File: src/rtl/td4_pkg.sv
// td4_pkg: opcode values, FSM states and ALU operand selects shared by the TD4 core.
package td4_pkg;
    localparam logic [3:0] OP_ADD_A = 4'b0000;
    localparam logic [3:0] OP_MOV_AB = 4'b0001;
    localparam logic [3:0] OP_IN_A = 4'b0010;
    localparam logic [3:0] OP_MOV_AI = 4'b0011;
    localparam logic [3:0] OP_MOV_BA = 4'b0100;
    localparam logic [3:0] OP_ADD_B = 4'b0101;
    localparam logic [3:0] OP_IN_B = 4'b0110;
    localparam logic [3:0] OP_MOV_BI = 4'b0111;
    localparam logic [3:0] OP_OUT_B = 4'b1001;
    localparam logic [3:0] OP_OUT_I = 4'b1011;
    localparam logic [3:0] OP_JNC = 4'b1110;
    localparam logic [3:0] OP_JMP = 4'b1111;
    typedef enum logic {ST_FETCH, ST_EXEC} state_t;
    typedef enum logic [1:0] {SRC_A, SRC_B, SRC_IN, SRC_ZERO} src_t;
endpackage

File: src/rtl/td4_alu.sv
// td4_alu: selects one of {A, B, in_port, 0} and adds the immediate (or 0) with carry-out.
module td4_alu
    import td4_pkg::*;
#(
    parameter int DATA_W = 4
) (
    input  src_t              src,
    input  logic [DATA_W-1:0] a,
    input  logic [DATA_W-1:0] b,
    input  logic [DATA_W-1:0] in_port,
    input  logic [DATA_W-1:0] imm,
    input  logic              use_imm,
    output logic [DATA_W-1:0] sum,
    output logic              cout
);
    logic [DATA_W-1:0] opnd, addend;
    always_comb begin
        opnd = src == SRC_A ? a : src == SRC_B ? b : src == SRC_IN ? in_port : '0;
        addend = use_imm ? imm : '0;
    end
    assign {cout, sum} = {1'b0, opnd} + {1'b0, addend};
endmodule

File: src/rtl/td4_core_param.sv
// td4_core_param: 2-cycle FETCH/EXEC accumulator core running the TD4 instruction set
// from an external synchronous ROM, with carry-conditional jumps and run/halt control.
module td4_core_param
    import td4_pkg::*;
#(
    parameter int DATA_W = 4,
    parameter int ADDR_W = 4,
    localparam int INSTR_W = 4 + DATA_W
) (
    input  logic               clk0,
    input  logic               rst,
    input  logic               run,
    output logic [ADDR_W-1:0]  rom_addr,
    output logic               rom_rd,
    input  logic [INSTR_W-1:0] rom_data,
    input  logic [DATA_W-1:0]  in_port,
    output logic [DATA_W-1:0]  out_port,
    output logic               carry,
    output logic [ADDR_W-1:0]  pc,
    output logic               retire
);
    state_t st, st_nx;
    src_t src;
    logic [DATA_W-1:0] a, b, res, imm;
    logic [3:0] op;
    logic use_imm, wr_a, wr_b, wr_o, is_add, jmp, cout;
    assign op = rom_data[INSTR_W-1 -: 4];
    assign imm = rom_data[DATA_W-1:0];
    assign rom_addr = pc;
    assign rom_rd = !rst && st == ST_FETCH && run;
    always_comb begin
        st_nx = (st == ST_FETCH && run) ? ST_EXEC : ST_FETCH;
        src = SRC_ZERO;
        use_imm = 1'b1;
        wr_a = 1'b0;
        wr_b = 1'b0;
        wr_o = 1'b0;
        is_add = 1'b0;
        jmp = 1'b0;
        case (op)
            OP_ADD_A: begin src = SRC_A; wr_a = 1'b1; is_add = 1'b1; end
            OP_ADD_B: begin src = SRC_B; wr_b = 1'b1; is_add = 1'b1; end
            OP_MOV_AI: wr_a = 1'b1;
            OP_MOV_BI: wr_b = 1'b1;
            OP_MOV_AB: begin src = SRC_B; use_imm = 1'b0; wr_a = 1'b1; end
            OP_MOV_BA: begin src = SRC_A; use_imm = 1'b0; wr_b = 1'b1; end
            OP_IN_A: begin src = SRC_IN; use_imm = 1'b0; wr_a = 1'b1; end
            OP_IN_B: begin src = SRC_IN; use_imm = 1'b0; wr_b = 1'b1; end
            OP_OUT_B: begin src = SRC_B; use_imm = 1'b0; wr_o = 1'b1; end
            OP_OUT_I: wr_o = 1'b1;
            OP_JMP: jmp = 1'b1;
            OP_JNC: jmp = !carry;
            default: ;
        endcase
    end
    td4_alu #(.DATA_W(DATA_W)) u_alu (
        .src(src), .a(a), .b(b), .in_port(in_port), .imm(imm),
        .use_imm(use_imm), .sum(res), .cout(cout)
    );
    // Carry is read by JNC before being overwritten here, so the condition sees the old flag.
    always_ff @(posedge clk0 or posedge rst) begin
        if (rst) begin
            st <= ST_FETCH;
            a <= '0;
            b <= '0;
            out_port <= '0;
            carry <= 1'b0;
            pc <= '0;
            retire <= 1'b0;
        end else begin
            st <= st_nx;
            retire <= st == ST_EXEC;
            if (st == ST_EXEC) begin
                if (wr_a) a <= res;
                if (wr_b) b <= res;
                if (wr_o) out_port <= res;
                carry <= is_add & cout;
                pc <= jmp ? imm[ADDR_W-1:0] : pc + ADDR_W'(1);
            end
        end
    end
endmodule

File: config.mk
export PLATFORM = sky130hd
export DESIGN_NAME = td4_core_param
export DESIGN_NICKNAME = d
export VERILOG_FILES = /design/src/rtl/td4_pkg.sv /design/src/rtl/td4_alu.sv /design/src/rtl/td4_core_param.sv
export SDC_FILE = /design/constraint.sdc
export NUM_CORES = 1
export LEC_CHECK = 0
export CORE_ASPECT_RATIO = 1.75
export CORE_UTILIZATION = 52
export CTS_CLUSTER_DIAMETER = 30
export DETAILED_ROUTE_END_ITERATION = 10
export PLACE_DENSITY = 0.84
export SYNTH_ARGS = -nofsm -noshare
export SYNTH_HDL_FRONTEND = slang
export SYNTH_SLANG_ARGS = --single-unit
File: constraint.sdc
create_clock -name clk0 -period 3.1 [get_ports clk0]
set_input_delay 0.465 -clock clk0 [delete_from_list [all_inputs] [get_ports clk0]]
set_output_delay 0.465 -clock clk0 [all_outputs]
set_load 0.05 [all_outputs]
=== Yosys cells after proc, flatten, opt, wreduce, memory -nomap -nowiden ===
Index checks and enable logic that the tools add are counted.

* $add $sub $neg: 2
* $mul: 0
* Divide/modulo/power cells: 0
* $lt $le $gt $ge: 0
* Equality and inequality tests: 13
* Shift operators: 0
* Muxes and demuxes: 12
* Bitwise gates (word level): 2
* Reductions and logical operators: 18

{| class="wikitable"
|+ Operators with widths
! kind !! number
|-
| $mux 4 || 5
|-
| $eq 4x3->1 const B || 4
|-
| $eq 4x4->1 const B || 4
|-
| $eq 4x2->1 const B || 2
|-
| $reduce_or 2->1 || 4
|-
| $reduce_or 4->1 || 2
|-
| $pmux 2 s3 || 1
|-
| $reduce_and 2->1 || 3
|-
| $add 4x4->5 || 1
|-
| $mux 1 || 5
|-
| $reduce_or 5->1 || 1
|-
| $add 4x1->4 const B || 1
|-
| $eq 4x1->1 const B || 1
|-
| $logic_not 4->1 || 1
|-
| $logic_and 1x1->1 || 3
|-
| $reduce_or 3->1 || 1
|-
| $eq 2x1->1 const B || 1
|-
| $eq 2x2->1 const B || 1
|-
| $logic_not 1->1 || 2
|-
| $logic_not 2->1 || 1
|-
| $pmux 1 s2 || 1
|-
| $and 1x1->1 || 1
|-
| $not 1->1 || 1
|}

* Bits in registers: 19
* Latch bits: 0
* Bits in writable memories: 0
* Memory bits (read-only): 0
* Bits of input ports: 15
* Output and inout bits: 15
* Memories kept: 0

=== Longest topological paths before layout ===
Gate-level depths: netlist of run 1.

* Depth in word-level cells: 9
* Gate-level depth with buffers: 9

=== Cells and area by module ===
Synthesis of run 1 repeated with hierarchy kept, for this count alone.

* Cell total of the unflattened synthesis: 114
* Area total of the unflattened synthesis: 1201.2 µm²

{| class="wikitable"
|+ Modules (own cells, without submodules)
! module !! times used !! cells an instance !! area an instance (µm²)
|-
| td4_core_param || 1 || 80 || 943.4
|-
| td4_alu || 1 || 34 || 257.7
|}

=== Least setup slack after synthesis of run 1 ===
No wires, ideal clock.

* Path kind: input to register
* Start point: in rom_data[4]
* End point: reg carry
* Library setup time: 0.127 ns
* Data arrival time: 2.151 ns
* Required time: 2.973 ns
* Path slack: 0.822 ns
* Stages: 9
* Buffers on the path: 1
* Path through: buf_2 or3_1 nor2_1 a21oi_1 ha_1 fa_1 a21o_1 a21oi_1 o22ai_1

* Word-level cells in the longest chain between the ends: 9
* Elaborated cells between the ends (all ways): 23
* Those cells by class: add/sub: 1; eq/ne: 8; mux: 6; bitwise: 1; reduce/logical: 7

{| class="wikitable"
|+ Ends and longest elaborated chain
! element !! line !! text
|-
| start, declared || td4_core_param.sv:15 || <nowiki>input logic [INSTR_W-1:0] rom_data,</nowiki>
|-
| $eq 4x3->1 (tied with other cells) || td4_core_param.sv:40 || <nowiki>case (op)</nowiki>
|-
| $reduce_or 3->1 (no source line) / $reduce_or 2->1 (equally long branches) || n/a ||
|-
| $pmux 2 s3 || td4_core_param.sv:40 ||
|-
| $eq 2x2->1 || td4_alu.sv:18 || <nowiki>opnd = src == SRC_A ? a : src == SRC_B ? b : src == SRC_IN ? in_port : '0;</nowiki>
|-
| $mux 4 (3 in a row) || td4_alu.sv:18 ||
|-
| $add 4x4->5 || td4_alu.sv:21 || <nowiki>assign {cout, sum} = {1'b0, opnd} + {1'b0, addend};</nowiki>
|-
| $and 1x1->1 (*) || td4_core_param.sv:77 || <nowiki>carry <= is_add & cout;</nowiki>
|-
| end signal, assigned || td4_core_param.sv:77 ||
|-
| end, declared || td4_core_param.sv:18 || <nowiki>output logic carry,</nowiki>
|}

Every way passes the cells marked *; elsewhere a longest branch is shown, timed or not.
A chain may end at the register's enable or synchronous reset.

=== Final worst setup path of run 1 ===
* Start point: in rom_data[6]
* End point: reg a[3]

* Word-level cells in the longest chain between the ends: 8
* Elaborated cells between the ends (all ways): 24
* Those cells by class: add/sub: 1; eq/ne: 9; mux: 6; reduce/logical: 8

{| class="wikitable"
|+ Ends and longest elaborated chain
! element !! line !! text
|-
| $eq 4x3->1 (tied with other cells) || td4_core_param.sv:40 ||
|-
| $reduce_or 3->1 (no source line) / $reduce_or 2->1 (equally long branches) || n/a ||
|-
| $pmux 2 s3 || td4_core_param.sv:40 ||
|-
| $eq 2x2->1 || td4_alu.sv:18 ||
|-
| $mux 4 (3 in a row) || td4_alu.sv:18 ||
|-
| $add 4x4->5 || td4_alu.sv:21 ||
|-
| end signal, assigned || td4_core_param.sv:74 || <nowiki>if (wr_a) a <= res;</nowiki>
|-
| end, declared || td4_core_param.sv:24 || <nowiki>logic [DATA_W-1:0] a, b, res, imm;</nowiki>
|}

Several ways; a longest one is shown, not always the timed one.

==> results.json, run 1 <==
{
  "synth_top_area_cell": "dfrtp_1",
  "antenna_found_initial": 0,
  "ys_seq_area_share_pct": 39.0,
  "path_clk_slew_ns": 0.11,
  "fp.dieW_um": 38.6,
  "cp.required_ns": 3.29,
  "layout-drive-gt1-share_pct": 13.3,
  "grt.overflow.total": 0,
  "critPathLaunchType": "primary input",
  "syn-cell-area_um2": 1220,
  "ctsRootBufferMaster": "clkbuf_4",
  "hold_buffers": 0,
  "fin_nets": 172,
  "cts_tree": "built",
  "synth.distinct_cells": 38,
  "vias": 1020,
  "gp_congestion": 0.937,
  "peakVddDrop_v": 0.000423,
  "hpwl_mm": 2.24,
  "hold_viol": 0,
  "grt_pass1_wl_mm": 4.71,
  "final-setup-viol-count": 0,
  "htree_levels": 1,
  "status": "finished clean",
  "syn-num-nets": 143,
  "postSynthAreaPerCell_um2": 10.0,
  "synth_edf_count": 0,
  "setup_tns_ns": 0,
  "wl_per_cell_um": 16.6,
  "fp.dieH_um": 66.1,
  "powerDensity_nw_per_um2": 674,
  "synthArstFlopShare_pct": 100,
  "synth_common_cells": "19 x dfrtp_1, 10 x nor2_1, 8 x a21oi_1, 8 x nand3_1, 8 x o21ai_0",
  "rsz0062_at_grt": "no",
  "slew_headroom_pct": 52.5,
  "synthFlopType": "dfrtp_1",
  "end_kind": "register",
  "diodes": 0,
  "crit_type": "primary input to register",
  "cts_sinks": 19,
  "io-pin-count": 30,
  "tightest_slew_ns": 0.713,
  "cts_resized": 0,
  "yosys-top-cells-area": "dfrtp_1 39%, mux2_2 5.5%, ha_1 5.1%, buf_4 3.7%, a21oi_1 3.3%",
  "yosysWarnings": 0,
  "crit_fanout": 7,
  "crit_arrival_ns": 2.75,
  "drt_iter0_markers": 17,
  "grt_pass1_vias": 1078,
  "grt_max_degree": 21,
  "syn_to_final_growth_pct": 24.8,
  "ant_nets": 0,
  "fmax_mhz": 390,
  "fin_crit_sh_pct": 82.6,
  "synthCells": 122,
  "cts_max_path_buffers": 2,
  "finalPower_mw": 1.03,
  "hp-class": "primary input to asynchronous set/reset pin",
  "yosys_register_bits": 19,
  "route.detailed.drc": 0,
  "drv_slew": 0,
  "track_usage_pct": 26.5,
  "viasPerCell": 5.86,
  "dr.pass1.iters": 4,
  "io_buffers": 29,
  "start_util_pct": 56.8,
  "clk_latency_ns": 0.30,
  "cts_buffers": 3,
  "clock_skew_ns": 0.00147,
  "cap_violations": 0,
  "core_um2": 2150,
  "drt-total-wl_mm": 2.89,
  "postCtsSetupRepairBufs": 0,
  "die_area_um2": 2550,
  "post-route-min-period_ns": 2.56,
  "synth.most_common_cell": "dfrtp_1",
  "num_rows": 22,
  "yosysTopAreaCellShare_pct": 39.0,
  "leakage_nw": 0.670
}
## power by group
group / internal, mW / switching [mW]
registers: 0.318 / 0.0549
logic: 0.204 / 0.323
clock network: 0.0481 / 0.0772
## state kept, by name, summed over array words and instances, names as in the netlist
register,cells
pc,4
a,4
retire,1
out_port,4
carry,1
b,4
st,1
## placed cells by master, fill, tap and decap left out, types with 2 or more instances in the layout
cell	synthesis	routed
dfrtp_1	19	19
o21ai_0	8	8
buf_4	6	5
ha_1	5	5
inv_1	4	4
clkbuf_4	0	3
clkdlybuf4s50_1	0	28
xnor2_1	2	2
a21oi_1	8	8
mux2_2	6	6
nand2_1	6	6
nor2_1	10	10
a311o_1	2	2
nand2b_1	4	4
nand3_1	8	8
o31ai_1	2	2
and2_1	5	5
nor2b_1	4	4
## metal layers
| metal | up-vias | GRT usage [%] | wire, um |
|---|---|---|---|
| met4 | 0 | 16.4 | 123 |
| met2 | 32 | 46.9 | 1610 |
| met1 | 490 | 27.7 | 1070 |
| met5 | - | 0 | 0 |
| met3 | 10 | 3.03 | 77 |
| li1 | 488 | - | - |
## path summary, 6_finish.rpt
check	from	cells past startpoint	slack (ns)	endpoint
max	rom_data[6]	8	0.54	a[3]
min	rst	3	0.48	retire
max reg2reg	a[0]	7	1.33	carry
min reg2reg	out_port[2]	2	0.50	out_port[2]
max in group asynchronous	rst	3	2.40	pc[1]
min in group clk0	out_port[2]	2	0.50	out_port[2]
## through the flow
| stage | hold slack (ns) | std cells | util [%] | setup WS [ns] | instance area, um^2 |
|---|---|---|---|---|---|
| 2_1_floorplan | 0.374 | 122 | - | 0.822 | 1220 |
| 4_1_cts | 0.492 | 174 | 70.9 | 0.551 | 1520 |
| 3_3_place_gp | 0.464 | 170 | 69.6 | 0.308 | 1500 |
| 5_1_grt | 0.510 | 174 | 70.9 | 0.339 | 1520 |
| 6_report | 0.484 | 174 | 70.9 | 0.539 | 1520 |
| 3_5_place_dp | 0.477 | 170 | 69.6 | 0.262 | 1500 |
## cells by family after synthesis
logic type,count (synthesis),synth area share (%)
and+or+nand+nor,46,24.0
AOI/OAI and AO/OA,29,15.3
DFF,19,39.0
buffers and inverters,13,7.18
muxes,7,6.36
adders and majority gates,6,6.77
xor gates and xnor gates,2,1.44
## final cells by class
class	instances	area (um^2)
Timing Repair Buffer	33	318
Sequential cell	19	475
Fill cell	179	624
Clock inverter	1	5.00
Clock buffer	3	22.5
Multi-Input combinational cell	90	657
Tap cell	24	30.0
Inverter	4	15.0
## critical path, cell delays in order
cell,delay (ns)
clkdlybuf4s50_1,0.57
nor2_1,0.20
mux2i_1,0.32
and2_1,0.18
ha_1,0.27
a21oi_1,0.20
a21boi_0,0.19
o41ai_1,0.35
Note: power is estimated with default switching activity, not from simulation.
==> run 2: changes to the inputs <==
--- a/config.mk
+++ b/config.mk
@@ -6,10 +6,10 @@
 export NUM_CORES = 1
 export LEC_CHECK = 0
 export CORE_ASPECT_RATIO = 1.75
-export CORE_UTILIZATION = 52
+export CORE_UTILIZATION = 48
 export CTS_CLUSTER_DIAMETER = 30
 export DETAILED_ROUTE_END_ITERATION = 10
-export PLACE_DENSITY = 0.84
+export PLACE_DENSITY = 0.78
 export SYNTH_ARGS = -nofsm -noshare
 export SYNTH_HDL_FRONTEND = slang
 export SYNTH_SLANG_ARGS = --single-unit
==> constraint.sdc (replaced) <==
create_clock -name clk0 -period 2.47 [get_ports clk0]
set_input_delay 0.3705 -clock clk0 [delete_from_list [all_inputs] [get_ports clk0]]
set_output_delay 0.3705 -clock clk0 [all_outputs]
set_load 0.05 [all_outputs]
==> results.json, run 2 (same netlist as run 1, synthesis figures left out) <==
{
  "path_clk_slew_ns": 0.08,
  "grt_pass1_vias": 1025,
  "dp_cells": 179,
  "io_buffers": 29,
  "rsz0062_at_grt": "no",
  "path_buf_inv": 1,
  "leakage_nw": 0.738,
  "core_um2": 2360,
  "hold_viol": 0,
  "cts_tree": "built",
  "syn_to_final_growth_pct": 33.3,
  "regArea_um2": 475,
  "slew_headroom_pct": 52.1,
  "htree_levels": 1,
  "io-pin-count": 30,
  "grt_max_degree": 20,
  "dr.pass1.iters": 4,
  "clk_latency_ns": 0.26,
  "crit_family": "adder cells",
  "grt.overflow.total": 0,
  "cp.required_ns": 2.62,
  "fin_nets": 180,
  "status": "finished clean",
  "start_util_pct": 51.7,
  "final_cell_mix": "25 x clkdlybuf4s50_1, 19 x dfrtp_1, 12 x buf_4, 10 x nor2_1",
  "postCtsSetupRepairBufs": 0,
  "drt_iter0_markers": 25,
  "layout.cells.non_filler": 183,
  "track_usage_pct": 24.3,
  "end_kind": "register",
  "ant_nets": 0,
  "drt-total-wl_mm": 2.95,
  "hpwl_mm": 2.35,
  "clock_skew_ns": 0.00360,
  "route.detailed.drc": 0,
  "critPathLaunchType": "primary input",
  "antenna_found_initial": 0,
  "fmax_mhz": 438,
  "layout_commonest_cell": "clkdlybuf4s50_1",
  "crit_type": "primary input to register",
  "final_core_util_pct": 68.9,
  "die_area_um2": 2760,
  "critPathSlowestCell": "fa_1",
  "hp-class": "primary input to asynchronous set/reset pin",
  "diodes": 0,
  "powerDensity_nw_per_um2": 850,
  "r2r_slack_ns": 0.74,
  "multi_input_area_um2": 662,
  "post-route-min-period_ns": 2.28,
  "viasPerCell": 5.64,
  "cp_cell_sequence": "clkdlybuf4s50_1, nor2_1, mux2i_1, and2_1, ha_1, fa_1, mux2_2",
  "slowest_delay_ns": 0.48,
  "drv_slew": 0,
  "ctsRootBufferMaster": "clkbuf_8",
  "cts_buffers": 3,
  "vias": 1032,
  "fp.dieH_um": 68.7,
  "crit_arrival_ns": 2.43,
  "wl_per_cell_um": 16.1,
  "peakVddDrop_v": 0.000644,
  "fin_crit_sh_pct": 92.4,
  "cts_sinks": 19,
  "gp_congestion": 0.945,
  "nFillCells": 197,
  "cap_violations": 0,
  "num_rows": 23,
  "setup_tns_ns": 0,
  "crit_fanout": 4,
  "final-setup-viol-count": 0,
  "tightest_slew_ns": 0.718,
  "finalPower_mw": 1.38,
  "layout-drive-gt1-share_pct": 18.4,
  "grt_pass1_wl_mm": 4.51,
  "hold_buffers": 0,
  "cts_max_path_buffers": 2,
  "fp.dieW_um": 40.1
}
## run 2: cell count changes in the layout (fill, tap and decap cells not counted), moves of 2 or more
cell	before	now
buf_4	5	12
clkbuf_4	3	0
clkbuf_8	0	3
clkdlybuf4s50_1	28	25
dlymetal6s2s_1	0	2
## run 2: worst register-to-register path: cells and delay by family (launching register included)
kind	cells	cell delay, ns
compound gates	4	0.48
fa+ha+maj	2	0.62
flops	1	0.39
simple gates	1	0.09
## run 2: repair_timing
item / in CTS / in global routing
gates cloned: 0 / 0
gates resized for setup: 2 / 3
hold endpoints to repair: 0 / 0
endpoints found under the setup margin: 4 / 5
## run 2: cell type report
cell class	count	share of cell area (%)
Tap cell	25	1.92
Sequential cell	19	29.2
Clock buffer	3	2.54
Timing Repair Buffer	41	24.2
Inverter	4	0.923
Multi-Input combinational cell	90	40.7
Clock inverter	1	0.462
## run 2: stage by stage
stage	hold slack, ns	worst slack, ns	cell area (um^2)
after floorplan	0.327	0.286	1220
after global placement	0.462	-0.253	1570
after detailed placement	0.484	-0.295	1570
after CTS	0.477	0.0850	1620
after global routing	0.504	0.0682	1630
final	0.462	0.188	1630
## run 2: power by group
group	leakage, nW	switching [mW]	internal [mW]
clock	0.0217	0.114	0.114
sequential	0.231	0.0704	0.400
combinational	0.486	0.410	0.274
## run 2: worst paths after layout
check | startpoint | end | cells past startpoint
worst max register to register | b[0] | carry | 7
min in group clk0 | b[3] | b[3] | 2
max in group asynchronous | rst | a[0] | 3
worst min-delay path | rst | st | 3
worst max-delay path | rom_data[6] | a[1] | 7
worst min register to register | b[3] | b[3] | 2
## run 2: routing by layer
layer / up-vias / part of all wire, % / GRT usage (%)
met5: - / 0 / 0
met4: 0 / 0.92 / 5.17
met3: 5 / 3.2 / 3.21
met2: 32 / 58 / 48.8
met1: 490 / 38 / 24.1
li1: 505 / - / -
